### config.mk
export PLATFORM = sky130hd
export DESIGN_NAME = dart_scheduler
export DESIGN_NICKNAME = d
export VERILOG_FILES = /design/src/rtl/dart_scheduler_pkg.sv /design/src/rtl/dart_scheduler_circle_test.sv /design/src/rtl/dart_scheduler.sv
export SDC_FILE = /design/constraint.sdc
export NUM_CORES = 1
export LEC_CHECK = 0
export ABC_AREA = 1
export ABC_CLOCK_PERIOD_IN_PS = 7600
export CAP_MARGIN = 10
export CORE_UTILIZATION = 55
export CTS_CLUSTER_SIZE = 14
export DETAILED_ROUTE_END_ITERATION = 16
export PLACE_DENSITY = 0.76
export RECOVER_POWER = 100
export SETUP_SLACK_MARGIN = 0.4
export SLEW_MARGIN = 20
export SYNTH_ARGS = -nofsm -noshare
export SYNTH_HDL_FRONTEND = slang
export SYNTH_SLANG_ARGS = --single-unit
### constraint.sdc
create_clock -name clk -period 7.6 [get_ports clk]
set_input_delay 1.9 -clock clk [delete_from_list [all_inputs] [get_ports clk]]
set_output_delay 1.9 -clock clk [all_outputs]
set_load 0.005 [all_outputs]
### src/rtl/dart_scheduler_pkg.sv
// Shared types and defaults for the Monte-Carlo dart scheduler.
package dart_scheduler_pkg;

    localparam int unsigned COORD_W_DEF   = 9;
    localparam int unsigned SIDE_DEF      = 472;
    localparam int unsigned NUM_DARTS_DEF = 1000;
    localparam int unsigned CNT_W_DEF     = 16;

    typedef enum logic [2:0] {
        ST_IDLE    = 3'd0,
        ST_GET_X   = 3'd1,
        ST_GET_Y   = 3'd2,
        ST_EVAL    = 3'd3,
        ST_PRESENT = 3'd4,
        ST_DONE    = 3'd5
    } state_e;

    // A run is in progress in every state except IDLE and DONE.
    function automatic logic is_active(input state_e s);
        return !((s == ST_IDLE) || (s == ST_DONE));
    endfunction

endpackage

### src/rtl/dart_scheduler_circle_test.sv
// Combinational quarter-circle test: x*x + y*y < R*R, unsigned, no truncation.
module circle_test #(
    parameter int unsigned COORD_W = 9,
    parameter int unsigned R       = 472
) (
    input  logic [COORD_W-1:0] x_i,
    input  logic [COORD_W-1:0] y_i,
    output logic               hit_c
);

    localparam int unsigned SQ_W  = 2 * COORD_W;
    localparam int unsigned SUM_W = SQ_W + 1;
    localparam logic [SUM_W-1:0] R_SQ = SUM_W'(R * R);

    logic [SQ_W-1:0]  x_sq_c;
    logic [SQ_W-1:0]  y_sq_c;
    logic [SUM_W-1:0] sum_c;

    // Full-width squares and sum, then compare against the squared radius.
    always_comb begin
        x_sq_c = SQ_W'(x_i) * SQ_W'(x_i);
        y_sq_c = SQ_W'(y_i) * SQ_W'(y_i);
        sum_c  = SUM_W'(x_sq_c) + SUM_W'(y_sq_c);
        hit_c  = (sum_c < R_SQ);
    end

endmodule

### src/rtl/dart_scheduler.sv
// Dart scheduler: rejection-samples x/y from the LFSR, classifies each dart
// against the quarter circle, hands it to the plotter and keeps run counts.
module dart_scheduler
    import dart_scheduler_pkg::*;
#(
    parameter int unsigned COORD_W   = COORD_W_DEF,
    parameter int unsigned SIDE      = SIDE_DEF,
    parameter int unsigned NUM_DARTS = NUM_DARTS_DEF,
    parameter int unsigned CNT_W     = CNT_W_DEF
) (
    input  logic               clk,
    input  logic               reset,
    input  logic [COORD_W-1:0] rand_in,
    input  logic               start,
    input  logic               stop,
    input  logic               dart_ready,
    output logic               dart_valid,
    output logic [COORD_W-1:0] dart_x,
    output logic [COORD_W-1:0] dart_y,
    output logic               dart_hit,
    output logic [CNT_W-1:0]   hit_count,
    output logic [CNT_W-1:0]   total_count,
    output logic               busy,
    output logic               done
);

    // One bit wider than the coordinate so SIDE == 2**COORD_W still compares correctly.
    localparam logic [COORD_W:0]  SIDE_W    = (COORD_W + 1)'(SIDE);
    localparam logic [CNT_W-1:0]  LAST_TOT  = CNT_W'(NUM_DARTS - 1);

    state_e             state_q, state_d;
    logic [COORD_W-1:0] x_q, x_d;
    logic [COORD_W-1:0] y_q, y_d;
    logic               hit_q, hit_d;
    logic [CNT_W-1:0]   hit_cnt_q, hit_cnt_d;
    logic [CNT_W-1:0]   tot_q, tot_d;
    logic               valid_q, valid_d;
    logic               busy_q, busy_d;
    logic               done_q, done_d;

    logic               coord_ok_c;
    logic               last_dart_c;
    logic               hit_c;

    circle_test #(
        .COORD_W (COORD_W),
        .R       (SIDE)
    ) u_circle_test (
        .x_i   (x_q),
        .y_i   (y_q),
        .hit_c (hit_c)
    );

    // Sample acceptance and end-of-run detection.
    always_comb begin
        coord_ok_c  = ({1'b0, rand_in} < SIDE_W);
        last_dart_c = (tot_q == LAST_TOT);
    end

    // State register.
    always_ff @(posedge clk or posedge reset) begin
        if (reset) begin
            state_q <= ST_IDLE;
        end else begin
            state_q <= state_d;
        end
    end

    // Next-state logic; stop takes priority except that a same-cycle handshake still completes.
    always_comb begin
        state_d = state_q;
        unique case (state_q)
            ST_IDLE, ST_DONE: begin
                if (!stop && start) state_d = ST_GET_X;
            end
            ST_GET_X: begin
                if (stop)            state_d = ST_DONE;
                else if (coord_ok_c) state_d = ST_GET_Y;
            end
            ST_GET_Y: begin
                if (stop)            state_d = ST_DONE;
                else if (coord_ok_c) state_d = ST_EVAL;
            end
            ST_EVAL: begin
                state_d = stop ? ST_DONE : ST_PRESENT;
            end
            ST_PRESENT: begin
                if (dart_ready)  state_d = (stop || last_dart_c) ? ST_DONE : ST_GET_X;
                else if (stop)   state_d = ST_DONE;
            end
            default: state_d = ST_IDLE;
        endcase
    end

    // Output and datapath next values; status flags follow the next state so they stay registered.
    always_comb begin
        x_d       = x_q;
        y_d       = y_q;
        hit_d     = hit_q;
        hit_cnt_d = hit_cnt_q;
        tot_d     = tot_q;
        unique case (state_q)
            ST_IDLE, ST_DONE: begin
                if (!stop && start) begin
                    hit_cnt_d = '0;
                    tot_d     = '0;
                end
            end
            ST_GET_X: begin
                if (!stop && coord_ok_c) x_d = rand_in;
            end
            ST_GET_Y: begin
                if (!stop && coord_ok_c) y_d = rand_in;
            end
            ST_EVAL: begin
                if (!stop) hit_d = hit_c;
            end
            ST_PRESENT: begin
                if (dart_ready) begin
                    tot_d     = tot_q + CNT_W'(1);
                    hit_cnt_d = hit_cnt_q + CNT_W'(hit_q);
                end
            end
            default: ;
        endcase
        valid_d = (state_d == ST_PRESENT);
        busy_d  = is_active(state_d);
        done_d  = (state_d == ST_DONE);
    end

    // Output and datapath registers.
    always_ff @(posedge clk or posedge reset) begin
        if (reset) begin
            x_q       <= '0;
            y_q       <= '0;
            hit_q     <= 1'b0;
            hit_cnt_q <= '0;
            tot_q     <= '0;
            valid_q   <= 1'b0;
            busy_q    <= 1'b0;
            done_q    <= 1'b0;
        end else begin
            x_q       <= x_d;
            y_q       <= y_d;
            hit_q     <= hit_d;
            hit_cnt_q <= hit_cnt_d;
            tot_q     <= tot_d;
            valid_q   <= valid_d;
            busy_q    <= busy_d;
            done_q    <= done_d;
        end
    end

    assign dart_valid  = valid_q;
    assign dart_x      = x_q;
    assign dart_y      = y_q;
    assign dart_hit    = hit_q;
    assign hit_count   = hit_cnt_q;
    assign total_count = tot_q;
    assign busy        = busy_q;
    assign done        = done_q;

endmodule

# Word-level counts from Yosys, hierarchy flattened
# Index checks and enable logic that the tools add are counted.
totals:
  inputBits: 14
  reg_bits: 57
  word_cells: 56
  out_inout_bits: 54
op_classes:
  bitwise: 1
  mux: 15
  eq_ne: 10
  n_reduce_logical: 14
  magnitude_cmp: 2
  add_sub_neg: 3
  mul: 2
op_table:
  columns: ["op", "count"]
  rows:
  - ["$pmux 16 s2", 2]
  - ["$mux 16", 3]
  - ["$mul 9x9->18", 2]
  - ["$mux 3", 8]
  - ["$add 18x18->19", 1]
  - ["$lt 19x18->1 const B", 1]
  - ["$add 16x1->16", 1]
  - ["$add 16x1->16 const B", 1]
  - ["$eq 16x10->1 const B", 1]
  - ["$pmux 3 s5", 1]
  - ["$eq 3x3->1 const B", 4]
  - ["$lt 9x9->1 const B", 1]
  - ["$eq 3x2->1 const B", 2]
  - ["$logic_not 3->1", 2]
  - ["$reduce_and 2->1", 3]
  - ["$ne 2x2->1 const B", 2]
  - ["$eq 3x1->1 const B", 1]
  - ["$reduce_and 3->1", 1]
  - ["$logic_and 1x1->1", 2]
  - ["$logic_not 1->1", 2]
  - ["$logic_or 1x1->1", 2]
  - ["$reduce_bool 2->1", 1]
  - ["$reduce_or 2->1", 1]
  - ["$mux 1", 1]
  - ["$not 1->1", 1]

# Longest topological paths before layout
logic_depth:
  ltp_word: 8
  depth_mapped: 29
  mapped_depth_nobuf: 28

# Hierarchy
# Synthesis repeated with hierarchy kept, for this count alone.
unflattened:
  cells_unflattened: 1016
  area_unflattened_um2: 7792.5
by_module_without_submodules:
  columns: ["module", "area_per_inst_um2", "seq_area_each_um2", "instances", "cells_per_inst"]
  rows:
  - ["circle_test", 4794.6, 0.0, 1, 640]
  - ["dart_scheduler", 2997.9, 1426.4, 1, 376]

# Worst setup path after synthesis
# No wires, ideal clock.
synth_path:
  kind: "reg2reg"
  from: "reg y_q[6], in the netlist dart_y[6]"
  to: "reg hit_q, in the netlist dart_hit"
  setup_ns: 0.117
  setup_slack_ns: 2.022
  arrival_time_ns: 5.461
  required_time_ns: 7.483
  path_stages_with_launch: 27
  path_buffers: 1
  period_less_slack_ns: 5.578
  cell_sequence: "dfrtp_1 -> clkbuf_1 -> nand2_1 -> fa_1 -> inv_1 -> fa_1 -> inv_1 -> fa_1 -> inv_1 -> fa_1 -> fa_1 -> inv_1 -> fa_1 -> inv_1 -> ha_1 -> a21oi_1 -> o21ai_0 -> inv_1 -> nand2_1 -> nand2_1 -> nand2_1 -> nand2_1 -> nand3_1 -> nor2_2 -> nand3_1 -> nand3_1 -> nand2_1"
synth_between:
  elab_chain_cells: 3
synth_lines:
  columns: ["element", "line", "text"]
  rows:
  - ["from (decl)", "dart_scheduler.sv:33", "logic [COORD_W-1:0] y_q, y_d;"]
  - ["from (signal assigned)", "dart_scheduler.sv:144", "y_q <= y_d;"]
  - ["$mul 9x9->18", "dart_scheduler_circle_test.sv:22", "y_sq_c = SQ_W'(y_i) * SQ_W'(y_i);"]
  - ["$add 18x18->19", "dart_scheduler_circle_test.sv:23", "sum_c = SUM_W'(x_sq_c) + SUM_W'(y_sq_c);"]
  - ["$lt 19x18->1", "dart_scheduler_circle_test.sv:24", "hit_c = (sum_c < R_SQ);"]
  - ["to (signal assigned)", "dart_scheduler.sv:145", "hit_q <= hit_d;"]
  - ["to (decl)", "dart_scheduler.sv:34", "logic hit_q, hit_d;"]
# Every way passes these cells.
# A chain may end at the register's enable or synchronous reset.

# Worst setup path in the final report
# Same ends and word-level chain as after synthesis.

==> impl_results.md <==
- Synth area leader: fa_1
- Largest family of logic cells by synthesized area: adder cells
- RR Startpoint: dart_y[6]$_DFFE_PP0P_
- Initial antenna violation count: 0
- Crit path DAT: 6.09 ns
- DP HPWL: about 13000 µm
- CTS-repair resized insts: 0
- Crit share post-route: 0.773
- Synth Area in Simple Gates: 0.197
- Pin count of the biggest net entering global routing: between 50 and 60
- Worst skew pair latency: 0.33 ns
- Number of I/O pins: between 60 and 70
- Final Slew Violations: between 50 and 60
- Synth Area in Compound Gates: 0.0747
- Mux cell area share after synthesis: 0
- # port buffers: between 60 and 70
- Yosys reg bits: 57
- Synth Flop Type: dfrtp_1
- Unique cell type count in the Yosys netlist: 42
- Worst Min Path Start: total_count[3]$_DFFE_PP0P_
- H-tree depth: 3
- Max FO, Critical Path: 14
- TritonCTS Buffers: 9
- Fin crit period: between 5 and 6 ns
- Fmax: approximately 170 MHz
- Die W: 117 µm
- YS warnings: 0
- Fillcell total: around 1100
- Die ar.: between 0.01 and 0.015 mm²
- First-pass GRT wire length: roughly 28000 µm
- Startpoint Class: register
- Worst Hold Class: reg2reg
- Failing checks: max-capacitance violations, max-slew violations
- Setup TNS after final layout: 0 ns
- Starting density of the core: 0.572
- ANT cells: 0
- FFs w/ async S/R, synth: 1.00
- Vias in the first global route: 6072
- # placed instances: around 1200
- CTS Hold Buffers Added: 0
- Max-cap violations: 1
- Most common cell in the netlist: inv_1
- Average size of a mapped cell: around 7.7 µm²
- EDFF count, synth: 0
- Core area: roughly 0.013 mm²
- Post-CTS setup repair buffer count: 0
- RSZ-0062 raised after global routing: false
- CTS tree: yes
- Routed WL per cell: roughly 13 µm
- Drt pass-1 iters: 5
- Final hold violations: 0
- Post-route DRC: 0
- Mapped Area: 0.00734 mm²
- Seq/Total Area, Yosys: 0.194
- Max Root-Sink Buffers: 2
- Die span in y: roughly 120 µm
- Final cell count without fillers: 1179
- Slew @ Worst Pin: just over 3 ns
- Routability cong.: 0.887
- Synth top cells by count: inv_1, nand2_1, fa_1
- Layout cell share with drive strength beyond 1: 0.0308
- Rows: 41
- Synth area leaders: fa_1, dfrtp_1, inv_1, nand2_1, ha_1
- Vias per cell: approximately 5
- Post-route ant nets: 0
- Setup crit start: dart_y[6]$_DFFE_PP0P_
- Final setup viols: 0
- Synth top area share: 0.267
- Layout area overhead: 14.3%
- Drt initial violations: 297
- Worst setup EP type: register
- Slew HR: -1.01
- Clock root buffer: clkbuf_16
- Clock sink total: 57
- Syn Nets: around 1100
- Post-synthesis xor/xnor area fraction: 0.0143
- Grt total ovfl: 0
- Vias: approximately 6000
- Post-Synth Adder-Cell Area: 0.365
- Total GRT Usage: 0.252
- Clock Skew: between 0.007 and 0.008 ns
- Final Net Count: 1172
- CP required: about 8 ns
- Synth Instances: roughly 950
- Status: finished with violations
- Crit Path Class: reg2reg
- Drt total wl: around 16000 µm
- Clock-pin slew on the worst setup and hold paths: roughly 0.050 ns
## layer usage
metal	track usage	routed length, µm	vias to the layer above
met3	0.0310	656	28
met4	0.0994	368	0
met1	0.318	6840	2876
met2	0.441	8040	145
li1	-	-	2930
met5	0	0	-
## critical path: stages (launching register included)
cell and delay [ns]:
dfrtp_1 0.59, nand2_1 0.17, fa_1 0.62, inv_1 0.07
fa_1 0.50, inv_1 0.05, fa_1 0.48, inv_1 0.06
fa_1 0.53, fa_1 0.56, inv_1 0.06, fa_1 0.52
inv_1 0.04, ha_1 0.33, a21oi_1 0.25, o21ai_0 0.14
inv_1 0.09, nand2_1 0.07, nand2_1 0.08, nand2_1 0.05
nand2_1 0.09, nand3_1 0.07, nor2_1 0.14, nand3_1 0.09
nand3_1 0.07, nand2_1 0.05
## cell usage in the layout (no fill, tap or decap), types with 3 or more instances in the layout
cell,n
nand3b_1,3
a21o_1,4
nor4_1,3
or2_2,3
nand2_2,4
xor2_1,5
inv_2,3
o21a_1,3
inv_1,264
dfrtp_1,57
clkdlybuf4s50_1,10
clkbuf_8,3
o21ai_0,40
nor3_1,15
a22o_1,3
nand4_1,9
fa_1,98
dlygate4sd3_1,57
nand2_1,209
nor2_1,43
clkbuf_16,9
a21oi_1,39
ha_1,57
nand3_1,35
xnor2_1,7
## per-stage QoR
step | cell area, µm² | hold slack (ns) | utilization | setup slack, ns
after global routing | 8390 | 0.524 | 0.654 | 1.35
after CTS | 8440 | 0.505 | 0.658 | 1.74
after global placement | 8110 | 0.504 | 0.632 | 1.87
final | 8390 | 0.504 | 0.654 | 1.73
after detailed placement | 8110 | 0.487 | 0.632 | 1.76
after floorplan | 7340 | 0.477 | - | 2.02
## worst paths after layout
check                                         endpoint  cells after the start  slack (ns)
setup / recovery                  dart_hit$_DFFE_PP0P_                     25        1.73
hold / removal              total_count[3]$_DFFE_PP0P_                      1        0.50
setup reg to reg                  dart_hit$_DFFE_PP0P_                     25        1.73
hold reg to reg             total_count[3]$_DFFE_PP0P_                      1        0.50
max in group asynchronous        dart_y[5]$_DFFE_PP0P_                      3        2.74
min in group asynchronous  total_count[10]$_DFFE_PP0P_                      3        3.17
## state kept, by name (all words and copies together) (netlist names)
register,count
busy,1
dart_hit,1
dart_valid,1
dart_x,9
dart_y,9
done,1
hit_count,16
state_q,3
total_count,16
## final cells by class
class                           count  area (µm²)  area share
Multi-Input combinational cell    597        4730       0.563
Sequential cell                    57        1430       0.170
Inverter                          270        1020       0.121
Timing Repair Buffer               68         674      0.0804
Clock buffer                       13         270      0.0322
Tap cell                          172         215      0.0257
Clock inverter                      2        60.1     0.00716
## cell families after synthesis
group | after synthesis
AOI/OAI and AO/OA | 99
xor gates and xnor gates | 12
adders and majority gates | 155
buffers and inverters | 295
DFF | 57
and+or+nand+nor | 331
Power is left out: the tool's default activity adds up to more than one toggle a clock period on the data nets, which glitch-free logic cannot reach.
